===== config.mk =====
export PLATFORM = sky130hd
export DESIGN_NAME = laser_job_sched
export DESIGN_NICKNAME = d
export VERILOG_FILES = /design/src/rtl/laser_sched_pkg.sv /design/src/rtl/laser_pt_buf.sv /design/src/rtl/laser_job_sched.sv
export SDC_FILE = /design/constraint.sdc
export NUM_CORES = 1
export LEC_CHECK = 0
export CORE_AREA = 4 4 256 258
export CTS_CLUSTER_DIAMETER = 200
export CTS_CLUSTER_SIZE = 25
export DETAILED_ROUTE_END_ITERATION = 10
export DIE_AREA = 0 0 260 262
export GPL_ROUTABILITY_DRIVEN = 0
export PLACE_DENSITY = 0.5
export SYNTH_ARGS = -nofsm -noshare
export SYNTH_HDL_FRONTEND = slang
export SYNTH_SLANG_ARGS = --single-unit

===== constraint.sdc =====
create_clock -name CLK -period 3.1 [get_ports CLK]
set_input_delay 0.31 -clock CLK [delete_from_list [all_inputs] [get_ports CLK]]
set_output_delay 0.31 -clock CLK [all_outputs]
set_load 0.02 [all_outputs]

===== src/rtl/laser_sched_pkg.sv =====
`default_nettype none
// ============================================================================
// Module  : laser_sched_pkg
// Brief   : Shared types, state encodings and result codes for the LASER
//           two-requester job scheduler.
// Rev     : 1.0  initial release
// ============================================================================
package laser_sched_pkg;

    localparam int NPTS = 40;

    typedef logic [2:0] state_t;
    localparam state_t c_ST_IDLE   = 3'd0;
    localparam state_t c_ST_LOAD   = 3'd1;
    localparam state_t c_ST_KICK   = 3'd2;
    localparam state_t c_ST_STREAM = 3'd3;
    localparam state_t c_ST_WAIT   = 3'd4;
    localparam state_t c_ST_RESP   = 3'd5;

    typedef logic [1:0] err_t;
    localparam err_t ERR_OK      = 2'd0;
    localparam err_t ERR_SHORT   = 2'd1;
    localparam err_t ERR_TIMEOUT = 2'd2;

    typedef logic [3:0] coord_t;

    typedef struct packed {
        coord_t y;
        coord_t x;
    } point_t;

endpackage
`default_nettype wire


===== src/rtl/laser_pt_buf.sv =====
`default_nettype none
// ============================================================================
// Module  : laser_pt_buf
// Brief   : Job point buffer; synchronous write, combinational read, no reset.
// Rev     : 1.0  initial release
// ============================================================================
module laser_pt_buf
    import laser_sched_pkg::*;
#(
    parameter int DEPTH = NPTS,
    parameter int AW    = 6
) (
    input  logic          clk,
    input  logic          wr_en,
    input  logic [AW-1:0] wr_addr,
    input  logic [7:0]    wr_data,
    input  logic [AW-1:0] rd_addr,
    output logic [7:0]    rd_data
);

    localparam logic [AW-1:0] c_depth = AW'(DEPTH);

    logic [7:0] r_mem [DEPTH];

    always_ff @(posedge clk) begin
        if (wr_en && (wr_addr < c_depth)) begin
            r_mem[wr_addr] <= wr_data;
        end
    end

    // Addresses past the end read as zero (the read pointer parks at DEPTH).
    assign rd_data = (rd_addr < c_depth) ? r_mem[rd_addr] : 8'h00;

endmodule
`default_nettype wire


===== src/rtl/laser_job_sched.sv =====
`default_nettype none
// ============================================================================
// Module  : laser_job_sched
// Brief   : Round-robin two-requester job scheduler in front of the LASER
//           two-circle coverage engine: buffer, replay, await DONE, report.
// Rev     : 1.0  initial release
// ============================================================================
module laser_job_sched
    import laser_sched_pkg::*;
#(
    parameter int NPTS    = 40,
    parameter int TIMEOUT = 1000000,
    parameter int TW      = 20
) (
    input  logic       CLK,
    input  logic       RST_N,
    input  logic       REQ0_VALID,
    output logic       REQ0_READY,
    input  logic [3:0] REQ0_X,
    input  logic [3:0] REQ0_Y,
    input  logic       REQ0_LAST,
    input  logic       REQ1_VALID,
    output logic       REQ1_READY,
    input  logic [3:0] REQ1_X,
    input  logic [3:0] REQ1_Y,
    input  logic       REQ1_LAST,
    output logic       ENG_RST,
    output logic [3:0] ENG_X,
    output logic [3:0] ENG_Y,
    input  logic       ENG_DONE,
    input  logic [3:0] ENG_C1X,
    input  logic [3:0] ENG_C1Y,
    input  logic [3:0] ENG_C2X,
    input  logic [3:0] ENG_C2Y,
    output logic       RES_VALID,
    input  logic       RES_READY,
    output logic       RES_ID,
    output logic [7:0] RES_C1,
    output logic [7:0] RES_C2,
    output logic [1:0] RES_ERR
);

    localparam logic [5:0]    c_last_idx = 6'(NPTS - 1);
    localparam logic [5:0]    c_npts     = 6'(NPTS);
    localparam logic [TW-1:0] c_tmo_max  = TW'(TIMEOUT - 1);

    state_t        r_state;
    logic          r_grant;
    logic          r_rr_ptr;
    logic [5:0]    r_wr_ptr;
    logic [5:0]    r_rd_ptr;
    logic [TW-1:0] r_tmo;
    logic          r_eng_rst;
    point_t        r_eng_pt;
    logic          r_res_valid;
    logic          r_res_id;
    point_t        r_res_c1;
    point_t        r_res_c2;
    err_t          r_res_err;

    logic          w_in_load;
    logic          w_sel_valid;
    logic          w_sel_last;
    logic          w_accept;
    point_t        w_sel_pt;
    point_t        w_rd_data;

    assign w_in_load   = (r_state == c_ST_LOAD);
    assign REQ0_READY  = w_in_load && !r_grant;
    assign REQ1_READY  = w_in_load &&  r_grant;
    assign w_sel_valid = r_grant ? REQ1_VALID : REQ0_VALID;
    assign w_sel_last  = r_grant ? REQ1_LAST  : REQ0_LAST;
    assign w_sel_pt    = r_grant ? {REQ1_Y, REQ1_X} : {REQ0_Y, REQ0_X};
    assign w_accept    = w_in_load && w_sel_valid;

    laser_pt_buf #(
        .DEPTH (NPTS),
        .AW    (6)
    ) u_buf (
        .clk     (CLK),
        .wr_en   (w_accept),
        .wr_addr (r_wr_ptr),
        .wr_data (w_sel_pt),
        .rd_addr (r_rd_ptr),
        .rd_data (w_rd_data)
    );

    // r_rr_ptr holds the last-served requester; resetting it to 1 makes req0 win first.
    always_ff @(posedge CLK or negedge RST_N) begin
        if (!RST_N) begin
            r_state     <= c_ST_IDLE;
            r_grant     <= 1'b0;
            r_rr_ptr    <= 1'b1;
            r_wr_ptr    <= 6'd0;
            r_rd_ptr    <= 6'd0;
            r_tmo       <= '0;
            r_eng_rst   <= 1'b1;
            r_eng_pt    <= '0;
            r_res_valid <= 1'b0;
            r_res_id    <= 1'b0;
            r_res_c1    <= '0;
            r_res_c2    <= '0;
            r_res_err   <= ERR_OK;
        end else begin
            case (r_state)
                c_ST_IDLE: begin
                    if (REQ0_VALID || REQ1_VALID) begin
                        r_grant  <= (REQ0_VALID && REQ1_VALID) ? !r_rr_ptr : REQ1_VALID;
                        r_wr_ptr <= 6'd0;
                        r_state  <= c_ST_LOAD;
                    end
                end
                c_ST_LOAD: begin
                    if (w_accept) begin
                        r_wr_ptr <= r_wr_ptr + 6'd1;
                        if (r_wr_ptr == c_last_idx) begin
                            r_rd_ptr <= 6'd0;
                            r_state  <= c_ST_KICK;
                        end else if (w_sel_last) begin
                            r_res_valid <= 1'b1;
                            r_res_id    <= r_grant;
                            r_res_c1    <= '0;
                            r_res_c2    <= '0;
                            r_res_err   <= ERR_SHORT;
                            r_state     <= c_ST_RESP;
                        end
                    end
                end
                c_ST_KICK: begin
                    r_eng_pt  <= w_rd_data;
                    r_rd_ptr  <= r_rd_ptr + 6'd1;
                    r_eng_rst <= 1'b0;
                    r_state   <= c_ST_STREAM;
                end
                // r_rd_ptr runs one ahead of the point currently on ENG_X/ENG_Y.
                c_ST_STREAM: begin
                    if (r_rd_ptr == c_npts) begin
                        r_tmo   <= '0;
                        r_state <= c_ST_WAIT;
                    end else begin
                        r_eng_pt <= w_rd_data;
                        r_rd_ptr <= r_rd_ptr + 6'd1;
                    end
                end
                c_ST_WAIT: begin
                    if (ENG_DONE) begin
                        r_res_valid <= 1'b1;
                        r_res_id    <= r_grant;
                        r_res_c1    <= {ENG_C1Y, ENG_C1X};
                        r_res_c2    <= {ENG_C2Y, ENG_C2X};
                        r_res_err   <= ERR_OK;
                        r_eng_rst   <= 1'b1;
                        r_state     <= c_ST_RESP;
                    end else if (r_tmo == c_tmo_max) begin
                        r_res_valid <= 1'b1;
                        r_res_id    <= r_grant;
                        r_res_c1    <= '0;
                        r_res_c2    <= '0;
                        r_res_err   <= ERR_TIMEOUT;
                        r_eng_rst   <= 1'b1;
                        r_state     <= c_ST_RESP;
                    end else begin
                        r_tmo <= r_tmo + TW'(1);
                    end
                end
                c_ST_RESP: begin
                    if (RES_READY) begin
                        r_res_valid <= 1'b0;
                        r_rr_ptr    <= r_res_id;
                        r_state     <= c_ST_IDLE;
                    end
                end
                default: begin
                    r_eng_rst <= 1'b1;
                    r_state   <= c_ST_IDLE;
                end
            endcase
        end
    end

    assign ENG_RST   = r_eng_rst;
    assign ENG_X     = r_eng_pt.x;
    assign ENG_Y     = r_eng_pt.y;
    assign RES_VALID = r_res_valid;
    assign RES_ID    = r_res_id;
    assign RES_C1    = r_res_c1;
    assign RES_C2    = r_res_c2;
    assign RES_ERR   = r_res_err;

endmodule
`default_nettype wire


==> flow_summary.yaml <==
synth:
  yosysSeqAreaShare_pct: 71.68
  synth_top_area_cell: "edfxtp_1"
  postSynthCellCount: 862
  ys_types: 65
  yosysWarnings: 0
  syn_avg_cell_area_um2: 18.23
  yosysTopAreaCellShare_pct: 61.15
  ys_async_sr_fraction_pct: 17.10
  synth-edff-count: 320
  syn_nets: 906
  syn_area_um2: 15710
  ys.flop_type: "edfxtp_1"
  synth_area_leaders: "edfxtp_1 61%, mux4_2 14%, dfrtp_1 10%"
  ys_ff_latch: 386
final_layout:
  final_area_um2: 18390
  final_common_cell: "edfxtp_1"
  fin_util_pct: 29.20
  n_antenna_cell: 0
  drive_above_1_share_pct: 21.55
  area_delta_synth_final_pct: 17.02
  layout.nets: 1024
  final_cell_mix: "320 x edfxtp_1, 96 x mux4_2, 69 x clkdlybuf4s50_1"
clock_tree:
  clk_pin_slew_worst_paths_ns: 0.11
  h-tree-depth: 1
  cts_tree: "built"
  ctsResizeCount: 0
  cts-root-buf: "clkbuf_16"
  numClockSinks: 386
  clock_latency_ns: 0.55
  clockBufferDepth: 3
  cts_made_buffers: 19
worst_setup_path:
  cp_slowest_cell: "dfrtp_4"
  critPathCaptureType: "flop"
  worstPathRequired_ns: 3.51
  crit_path_frequent_cell: "mux4_2"
  path_cells: "buf_4 -> mux4_2 -> mux4_2 -> and2_1 -> a211oi_1 -> o21ai_1"
  critPathLaunchType: "flop"
  worst-path-max-fanout: 23
  cp_num_buf_inv: 1
  crit_arrival_ns: 3.14
  crit_type: "flop to flop"
  path_delay_family: "multiplexers"
  slowest_delay_ns: 0.75
global_route:
  antenna_found_initial: 1
  grt_pass1_wl_um: 58310
  grt_pass1_vias: 8761
  grt_usage_pct: 11.34
  grt_max_degree: 67
  grt_overflow: 0
timing:
  maxSlewViolCount: 0
  setup_ws_ns: 0.3719
  rsz0062_at_grt: "no"
  fin_skew_ns: 0.02863
  period_share_pct: 88.00
  min_period_ns: 2.728
  setup_viol: 0
  relSlewSlack_pct: 33.88
  max_freq_mhz: 366.6
  finalHoldViolations: 0
  tns_ns: 0
  tightest_slew_ns: 0.9853
pwr:
  cell_internal_pwr_mw: 8.129
  pwr-share-clk_pct: 25.0
  p_leak_nw: 6.022
  p_sw_mw: 3.073
  ir_drop_mv: 0.2730
  combPwrFrac_pct: 17.1
  seqPwrFrac_pct: 57.8
  sw_frac_of_total_pct: 27.43
  power_density_nw_per_um2: 609.2
  total_power_mw: 11.20
die:
  die_h_um: 262
  start_util_pct: 24.96
  core.rowCount: 92
  core_area_um2: 62970
  dieArea_um2: 68120
  dieWidth_um: 260
  top_level_ports: 71
route:
  vias: 8378
  first_pass_iters: 5
  finalWirelength_um: 38910
  post_drt_wl_per_cell_um: 21.16
  antenna_left: 0
  routed_via_density: 4.556
  drc: 0
  first_iter_violations: 748
placed_design:
  postPlaceCellArea_um2: 17830
  place_ws_ns: 0.3482
  post-dp-hpwl_um: 24870
  port_buffers: 70
flow_run:
  maxCapViolCount: 0
hold_path:
  hold_path.class: "primary input to flop"
outcome:
  status: "completed"
[worst register-to-register path: stages, from the launching register on]
cell and delay (ns):
dfrtp_4 0.75, buf_4 0.26, mux4_2 0.56, mux4_2 0.54
and2_1 0.19, a211oi_1 0.21, o21ai_1 0.09
[routing by layer]
metal	GRT usage, %	wire [um]
met5	0	13
met4	2.563	657
met3	1.812	2260
met2	18.80	18610
met1	15.79	17360
[state kept, by name (all words and copies together) (netlist names)]
signal       count
r_tmo           20
RES_C1           8
r_wr_ptr         6
RES_C2           8
r_rd_ptr         6
RES_ID           1
ENG_Y            4
r_rr_ptr         1
u_buf.r_mem    320
r_grant          1
RES_ERR          2
ENG_X            4
RES_VALID        1
r_state          3
ENG_RST          1
[stage by stage]
| step | hold slack, ns | cells |
|---|---|---|
| global route | 0.3593 | 1839 |
| detailed placement | 0.4775 | 1804 |
| CTS | 0.3464 | 1839 |
| floorplan | 0.01441 | 862 |
| global placement | 0.4643 | 1804 |
| finish | 0.3729 | 1839 |
[power groups by stage]
stage	Combinational, mW	Clock (mW)	Sequential (mW)
6_report	1.92	2.81	6.48
3_5_place_dp	1.94	0	6.60
4_1_cts	1.95	2.92	6.48
3_3_place_gp	1.91	0	6.59
5_1_grt	2.07	3.10	6.53
2_1_floorplan	0.897	0	6.64
[cell type report]
cell class | instances | area [um^2]
sequential | 386 | 11270
clock inverter | 2 | 25.02
fill | 6270 | 44580
clock buffer | 32 | 524.3
inverter | 17 | 63.81
timing repair buffer | 139 | 1256
multi-input combinational | 417 | 4192
tap | 846 | 1059
[kinds of logic after synthesis]
| family | Yosys count | synth area share, % |
|---|---|---|
| fa+ha+maj | 4 | 0.3185 |
| xor+xnor | 8 | 0.4459 |
| flops | 386 | 71.68 |
| compound gates | 112 | 5.112 |
| buf+inv | 59 | 1.648 |
| mux | 115 | 15.07 |
| simple gates | 178 | 5.725 |
[repair_timing]
| action | CTS | global route |
|---|---|---|
| hold buffers | 1 | 0 |
| endpoints found under the hold margin | 64 | 0 |
| setup buffers | 0 | 0 |
| setup endpoints to repair | 0 | 0 |
[path summary, 6_finish.rpt]
check                                   startpoint  slack [ns]  cells after the start                       to
setup / recovery           r_rd_ptr[0]$_DFFE_PN0P_        0.37                      6     ENG_X[2]$_DFFE_PN0P_
hold / removal                          ENG_C2X[1]        0.37                      2    RES_C2[1]$_DFFE_PN0P_
setup reg to reg           r_rd_ptr[0]$_DFFE_PN0P_        0.37                      6     ENG_X[2]$_DFFE_PN0P_
hold reg to reg             RES_ERR[0]$_DFFE_PN0P_        0.50                      1   RES_ERR[0]$_DFFE_PN0P_
max in group asynchronous                    RST_N        2.00                      2  r_rd_ptr[0]$_DFFE_PN0P_
min in group asynchronous                    RST_N        0.44                      2  r_wr_ptr[0]$_DFFE_PN0P_
[cells in the mapped netlist, types with 3 or more instances]
library cell and number:
a211o_1 3, a211oi_1 8, a21oi_1 15, a22o_1 16
a31oi_1 4, a41oi_1 3, and2_1 13, and3_1 3
and4_1 3, buf_2 11, clkbuf_1 25, dfrtp_1 64
edfxtp_1 320, ha_1 4, inv_1 14, mux2_2 13
mux2i_1 6, mux4_2 96, nand2_1 33, nand2b_1 4
nand3_1 16, nand4_1 9, nor2_1 58, nor2b_1 4
nor3_1 7, o211ai_1 7, o21ai_0 12, o21ai_1 7
o221ai_1 8, o22ai_1 4, o31ai_1 8, or3_1 8
or3b_2 3, or4_1 7, xor2_1 6
(Power assumes the default switching activity.)
